`src/rtl/jtag_shift_master.sv`:
```
// JTAG shift master: runs TAP reset, IR scan and DR scan commands on a divided TCK,
// capturing TDO into a response word. Commands and responses use valid/ready handshakes.
module jtag_shift_master #(
  parameter int CLK_DIV = 2,
  parameter int MAX_LEN = 64
) (
  input  logic               clk_i,
  input  logic               rst_i,
  input  logic               cmd_valid_i,
  output logic               cmd_ready_o,
  input  logic [1:0]         cmd_type_i,
  input  logic [6:0]         cmd_len_i,
  input  logic [MAX_LEN-1:0] cmd_data_i,
  output logic               rsp_valid_o,
  input  logic               rsp_ready_i,
  output logic [MAX_LEN-1:0] rsp_data_o,
  output logic               rsp_err_o,
  output logic               jtag_tck_o,
  output logic               jtag_tms_o,
  output logic               jtag_tdi_o,
  output logic               jtag_trst_no,
  input  logic               jtag_tdo_i
);

  typedef enum logic [2:0] {IDLE, PRE, SHIFT, POST, RSP} state_t;

  localparam logic [7:0] DIV_LAST = 8'(CLK_DIV - 1);
  localparam logic [1:0] CMD_RST  = 2'd0;
  localparam logic [1:0] CMD_IR   = 2'd1;
  localparam logic [1:0] CMD_BAD  = 2'd3;

  state_t               r_state;
  state_t               w_state_next;
  logic [6:0]           r_cnt;
  logic [6:0]           w_cnt_next;
  logic [7:0]           r_div;
  logic                 r_tck;
  logic                 r_tms;
  logic                 r_tdi;
  logic                 r_trst_n;
  logic                 r_err;
  logic                 r_is_rst;
  logic [6:0]           r_len;
  logic [6:0]           r_pre_last;
  logic [3:0]           r_pat;
  logic [MAX_LEN-1:0]   r_tx;
  logic [MAX_LEN-1:0]   r_cap;
  logic [MAX_LEN-1:0]   r_rsp_data;

  logic                 w_active;
  logic                 w_div_end;
  logic                 w_rise;
  logic                 w_cyc_end;
  logic                 w_accept;
  logic                 w_cmd_bad;
  logic [6:0]           w_post_last;

  assign w_active    = (r_state == PRE) || (r_state == SHIFT) || (r_state == POST);
  assign w_div_end   = (r_div == DIV_LAST);
  assign w_rise      = w_active && !r_tck && w_div_end;
  assign w_cyc_end   = w_active && r_tck && w_div_end;
  assign w_accept    = (r_state == IDLE) && cmd_valid_i;
  assign w_cmd_bad   = (cmd_type_i == CMD_BAD) || (cmd_len_i == 7'd0) ||
                       (int'(cmd_len_i) > MAX_LEN);
  assign w_post_last = r_is_rst ? 7'd0 : 7'd1;

  // Handshake and TRST outputs are gated by rst_i so they read as reset values
  // while it is high and take their run values in the very first cycle after.
  assign cmd_ready_o  = (r_state == IDLE) && !rst_i;
  assign jtag_trst_no = r_trst_n && !rst_i;
  assign rsp_valid_o  = (r_state == RSP);
  assign rsp_err_o    = r_err;
  assign rsp_data_o   = r_rsp_data;
  assign jtag_tck_o   = r_tck;
  assign jtag_tms_o   = r_tms;
  assign jtag_tdi_o   = r_tdi;

  always_ff @(posedge clk_i) begin
    if (rst_i) begin
      r_state <= IDLE;
      r_cnt   <= 7'd0;
    end else begin
      r_state <= w_state_next;
      r_cnt   <= w_cnt_next;
    end
  end

  always_comb begin
    w_state_next = r_state;
    w_cnt_next   = r_cnt;
    case (r_state)
      IDLE: begin
        if (w_accept) begin
          w_state_next = w_cmd_bad ? RSP : PRE;
          w_cnt_next   = 7'd0;
        end
      end
      PRE: begin
        if (w_cyc_end) begin
          if (r_cnt == r_pre_last) begin
            w_state_next = r_is_rst ? POST : SHIFT;
            w_cnt_next   = 7'd0;
          end else begin
            w_cnt_next = r_cnt + 7'd1;
          end
        end
      end
      SHIFT: begin
        if (w_cyc_end) begin
          if (r_cnt == r_len - 7'd1) begin
            w_state_next = POST;
            w_cnt_next   = 7'd0;
          end else begin
            w_cnt_next = r_cnt + 7'd1;
          end
        end
      end
      POST: begin
        if (w_cyc_end) begin
          if (r_cnt == w_post_last) begin
            w_state_next = RSP;
            w_cnt_next   = 7'd0;
          end else begin
            w_cnt_next = r_cnt + 7'd1;
          end
        end
      end
      RSP: begin
        if (rsp_ready_i) begin
          w_state_next = IDLE;
        end
      end
      default: begin
        w_state_next = IDLE;
        w_cnt_next   = 7'd0;
      end
    endcase
  end

  always_ff @(posedge clk_i) begin
    if (rst_i) begin
      r_div      <= 8'd0;
      r_tck      <= 1'b0;
      r_tms      <= 1'b1;
      r_tdi      <= 1'b0;
      r_trst_n   <= 1'b1;
      r_err      <= 1'b0;
      r_is_rst   <= 1'b0;
      r_len      <= 7'd0;
      r_pre_last <= 7'd0;
      r_pat      <= 4'd0;
      r_tx       <= '0;
      r_cap      <= '0;
      r_rsp_data <= '0;
    end else begin
      if (w_active) begin
        if (w_div_end) begin
          r_div <= 8'd0;
          r_tck <= ~r_tck;
        end else begin
          r_div <= r_div + 8'd1;
        end
      end

      // TDO enters at the top so the first sample ends up lowest after realignment.
      if (w_rise && (r_state == SHIFT)) begin
        r_cap <= {jtag_tdo_i, r_cap[MAX_LEN-1:1]};
      end

      if (w_accept) begin
        r_rsp_data <= '0;
        r_cap      <= '0;
        r_tx       <= cmd_data_i;
        r_len      <= cmd_len_i;
        r_is_rst   <= (cmd_type_i == CMD_RST);
        r_err      <= w_cmd_bad;
        r_div      <= 8'd0;
        r_tck      <= 1'b0;
        if (!w_cmd_bad) begin
          // First PRE bit is 1 for every command; r_pat holds the remaining PRE bits.
          r_tms    <= 1'b1;
          r_trst_n <= (cmd_type_i != CMD_RST);
          if (cmd_type_i == CMD_RST) begin
            r_pat      <= 4'b1111;
            r_pre_last <= 7'd4;
          end else if (cmd_type_i == CMD_IR) begin
            r_pat      <= 4'b0001;
            r_pre_last <= 7'd3;
          end else begin
            r_pat      <= 4'b0000;
            r_pre_last <= 7'd2;
          end
        end
      end

      if (w_cyc_end) begin
        case (w_state_next)
          PRE: begin
            r_tms <= r_pat[0];
            r_pat <= {1'b0, r_pat[3:1]};
          end
          SHIFT: begin
            r_tms <= (w_cnt_next == r_len - 7'd1);
            r_tdi <= r_tx[0];
            r_tx  <= {1'b0, r_tx[MAX_LEN-1:1]};
          end
          POST: begin
            r_tms    <= !r_is_rst && (w_cnt_next == 7'd0);
            r_tdi    <= 1'b0;
            r_trst_n <= 1'b1;
          end
          default: begin
            r_tdi      <= 1'b0;
            r_rsp_data <= r_is_rst ? '0 : (r_cap >> (MAX_LEN - int'(r_len)));
          end
        endcase
      end
    end
  end

endmodule

```
`config.mk`:
```
export PLATFORM = sky130hd
export DESIGN_NAME = jtag_shift_master
export DESIGN_NICKNAME = d
export VERILOG_FILES = /design/src/rtl/jtag_shift_master.sv
export SDC_FILE = /design/constraint.sdc
export NUM_CORES = 1
export LEC_CHECK = 0
export ABC_AREA = 1
export BUFFER_PORTS_ARGS = -buffer_cell sky130_fd_sc_hd__clkbuf_2
export CORE_MARGIN = 1.5
export CORE_UTILIZATION = 54
export CTS_CLUSTER_SIZE = 28
export DETAILED_ROUTE_END_ITERATION = 12
export GPL_ROUTABILITY_DRIVEN = 1
export PLACE_DENSITY_LB_ADDON = 0.2
export SETUP_SLACK_MARGIN = 0.1
export SLEW_MARGIN = 40
export SYNTH_ARGS = -nofsm -noshare
export SYNTH_HDL_FRONTEND = slang
export SYNTH_SLANG_ARGS = --single-unit
```
`constraint.sdc`:
```
create_clock -name clk_i -period 2.55 [get_ports clk_i]
set_input_delay 0.255 -clock clk_i [delete_from_list [all_inputs] [get_ports clk_i]]
set_output_delay 0.255 -clock clk_i [all_outputs]
set_load 0.01 [all_outputs]
```
==> Implementation_results.wiki <==
{| class="wikitable"
! Metric !! Value
|-
| Run status || completed
|-
| Number of antenna violations at the first check in global routing || 0
|-
| Shortest period the worst path allows || 2540 ps
|-
| Max-capacitance violation count || 0
|-
| Number of buffers added by the clock tree synthesis step || 28
|-
| Average vias per placed instance || 6.15
|-
| Sequential share of the synthesized area || 0.325
|-
| Achievable clock frequency || 393 MHz
|-
| Antenna Diode Count || 0
|-
| Required @ worst endpoint || 3010 ps
|-
| Clock-pin transition on the worst setup and hold timing paths || 60 ps
|-
| Fraction of post-synthesis cell area in the top cell type by area || 0.325
|-
| Initial DRC Count || 2,102
|-
| Final Wtd Congestion || 1.03
|-
| Final setup skew || 15.1 ps
|-
| Worst Hold Class || input port to register
|-
| Sum Neg Setup Slack || 0 ps
|-
| Transition time at the pin with the least slew margin || 754 ps
|-
| Largest cells by area after synthesis || dfxtp_1, nand3_1, nand2_1
|-
| Layout overhead on the synthesized area || 23.9%
|-
| Total routed wirelength || 49.9 mm
|-
| Final Max Slew Viols || 0
|-
| Synthesis Warnings || 0
|-
| Final clock period utilization by the worst path || 0.997
|-
| Cell total after placement || 2,614
|-
| Number of flops mapped to enable cells by yosys || 0
|-
| TritonCTS clock tree || done
|-
| Clock tree root buffer cell || clkbuf_16
|-
| Clock latency reported for the late side of the worst-skew pair || 560 ps
|-
| Largest net degree at the start of global routing || 141
|-
| Syn_area_per_cell || 6.38 µm²
|-
| Chip width || 165 µm
|-
| Height of the die || 165 µm
|-
| Power Density || 669 nW/µm²
|-
| Arrival time of the worst setup path || 3000 ps
|-
| Final-layout fill cell count || 2,310
|-
| Non-filler cells in the finished layout || 2,697
|-
| Fraction of final layout cells sized beyond drive strength 1 || 0.194
|-
| Worst setup path category || register to register
|-
| Largest area contributor in the netlist || dfxtp_1
|-
| CTS sink count || 230
|-
| Share of flip-flops with an asynchronous set or reset after synthesis || 0
|-
| Peak supply drop || 0.635 mV
|-
| Netlist area before placement || 14,200 µm²
|-
| Setup repair after global routing missed its margin || true
|-
| Crit start category || register
|-
| Worst Path Max Fanout || 16
|-
| Core outline area || 25,900 µm²
|-
| Standard-cell row count || 59
|-
| Net count of the finished layout || 2,426
|-
| Vias in the first global route || 14,400
|-
| Leakage || 6.90 nW
|-
| Longest Clk Path Bufs || 3
|-
| Area taken by multi-input logic gates || 8540 µm²
|-
| Most instantiated library cell after synthesis || nand3_1
|-
| Category of the worst setup path capture point || register
|-
| Top delay family on crit path || simple AND/OR/NAND/NOR gates
|-
| First-pass GRT wire length || 75.5 mm
|-
| Port buffer count || 148
|-
| Leading cell types by count after synthesis || nand3_1, nand2_1, dfxtp_1
|-
| DRC violation count after routing || 0
|-
| Number of distinct standard cells referenced by the synthesized netlist || 44
|-
| Pre-antenna DRT Iters || 9
|-
| Cell type with the highest occurrence count on the critical path || nand3_1
|-
| Global routing usage summed across all routing layers || 0.347
|-
| Final count of hold timing violations || 0
|-
| Total number of vias || 16,600
|-
| Detail Route Antenna Nets || 0
|-
| Delay of the slowest critical-path stage || 370 ps
|-
| Total gr overflow || 0
|-
| Post-detailed-route wirelength per cell || 18.5 µm
|-
| Total Die Area || 27,200 µm²
|-
| CP bufs+invs || 3
|-
| Cell Chain, Critical Path || inv_6 > ha_4 > nand2_1 > nand2_2 > nor2_1 > nand3_1 > nor2_1 > nand3_1 > nor2_2 > nand2_1 > nand3_2 > nand2_4 > nand3_4 > buf_6 > nor2_4 > clkbuf_16 > nand3_1 > a21oi_1
|-
| Sequential cell area in the final layout || 4620 µm²
|-
| Starting density of the core || 0.547
|-
| Post-Syn Instances || 2,221
|-
| Endpoints failing setup || 0
|-
| Number of top-level pins || 149
|-
| H-tree depth reported by CTS || 1
|-
| Detailed placement HPWL || 33.4 mm
|-
| #FFs+latches synth || 230
|-
| Standard cell with the maximum stage delay on the critical path || dfxtp_4
|-
| Rel. slew slack || 0.497
|-
| Syn Nets || 2,303
|-
| Most used flip-flop cell after synthesis || dfxtp_1
|}
## flip-flops by register name (all words and copies together) (netlist names)
| register | flops |
|---|---|
| r_len | 7 |
| r_pat | 4 |
| rsp_err_o | 1 |
| jtag_tms_o | 1 |
| r_cnt | 7 |
| jtag_tck_o | 1 |
| r_tx | 64 |
| r_state | 3 |
| r_trst_n | 1 |
| r_pre_last | 3 |
| jtag_tdi_o | 1 |
| r_div | 8 |
| rsp_data_o | 64 |
| r_is_rst | 1 |
| r_cap | 64 |
## worst paths after layout
check	start	end	slack [ps]	cells past startpoint
hold reg to reg	r_tx[52]	r_tx[51]	450	2
hold / removal	cmd_data_i[63]	r_tx[63]	10	3
setup / recovery	r_len[0]	rsp_data_o[17]	7	18
setup reg to reg	r_len[0]	rsp_data_o[17]	7	18
## cell type report
cell class,instances,share of cell area
clock buffer,38,0.0456
clock inverter,10,0.00699
inverter,196,0.0429
multi-input combinational,1614,0.487
sequential,230,0.264
tap,335,0.0239
timing repair buffer,274,0.130
## power by group
group / internal [mW] / total (mW) / switching, mW / leakage [nW]
sequential: 3.69 / 3.73 / 0.0436 / 1.87
combinational: 1.35 / 4.01 / 2.66 / 4.59
clock: 2.39 / 4.00 / 1.61 / 0.444
## tightest hold or removal path, delay by kind of cell
family / cells / cell delay, ps
and+or+nand+nor: 1 / 90
AOI/OAI and AO/OA: 1 / 70
buffers and inverters: 1 / 90
## metal layers
layer	share of wire	global-route usage
met5	0	0
met4	0.050	0.149
met3	0.087	0.0517
met2	0.44	0.536
met1	0.42	0.478
## per-stage QoR
stage | util | cell area [µm²] | power, mW | hold slack, ps | setup slack (ps)
floorplan | - | 14300 | 6.15 | 403 | 32.7
global placement | 0.603 | 15600 | 7.36 | 430 | -23.9
detailed placement | 0.604 | 15600 | 7.37 | 436 | -7.38
CTS | 0.652 | 16900 | 11.4 | 1.55 | 94.3
global route | 0.677 | 17500 | 12.2 | 22.4 | -91.9
finish | 0.677 | 17500 | 11.7 | 12.3 | 7.01
## placed cells by master (no fill, tap or decap), drive strengths merged, types with 13 or more instances in the layout
master / n
nor3: 13
o211ai: 104
nor2: 82
a21oi: 221
nand4: 20
nand3: 573
clkbuf: 193
inv: 196
o21ai: 219
nand2: 358
dfxtp: 230
buf: 114
## kinds of logic after synthesis
| family | synth area share |
|---|---|
| AOI/OAI and AO/OA | 0.216 |
| adders and majority gates | 0.00353 |
| xor gates and xnor gates | 0.00186 |
| and+or+nand+nor | 0.345 |
| DFF | 0.325 |
| buffers and inverters | 0.109 |
## what timing repair did
item                       CTS  global route
buffers inserted            10             9
hold endpoints to repair     2             0
setup endpoints to repair   65           131
gates resized for setup     16            95
gates cloned                 6             8
pin swaps                    2            45
hold buffers                 2             0
Power figures use the tool's default switching activity.
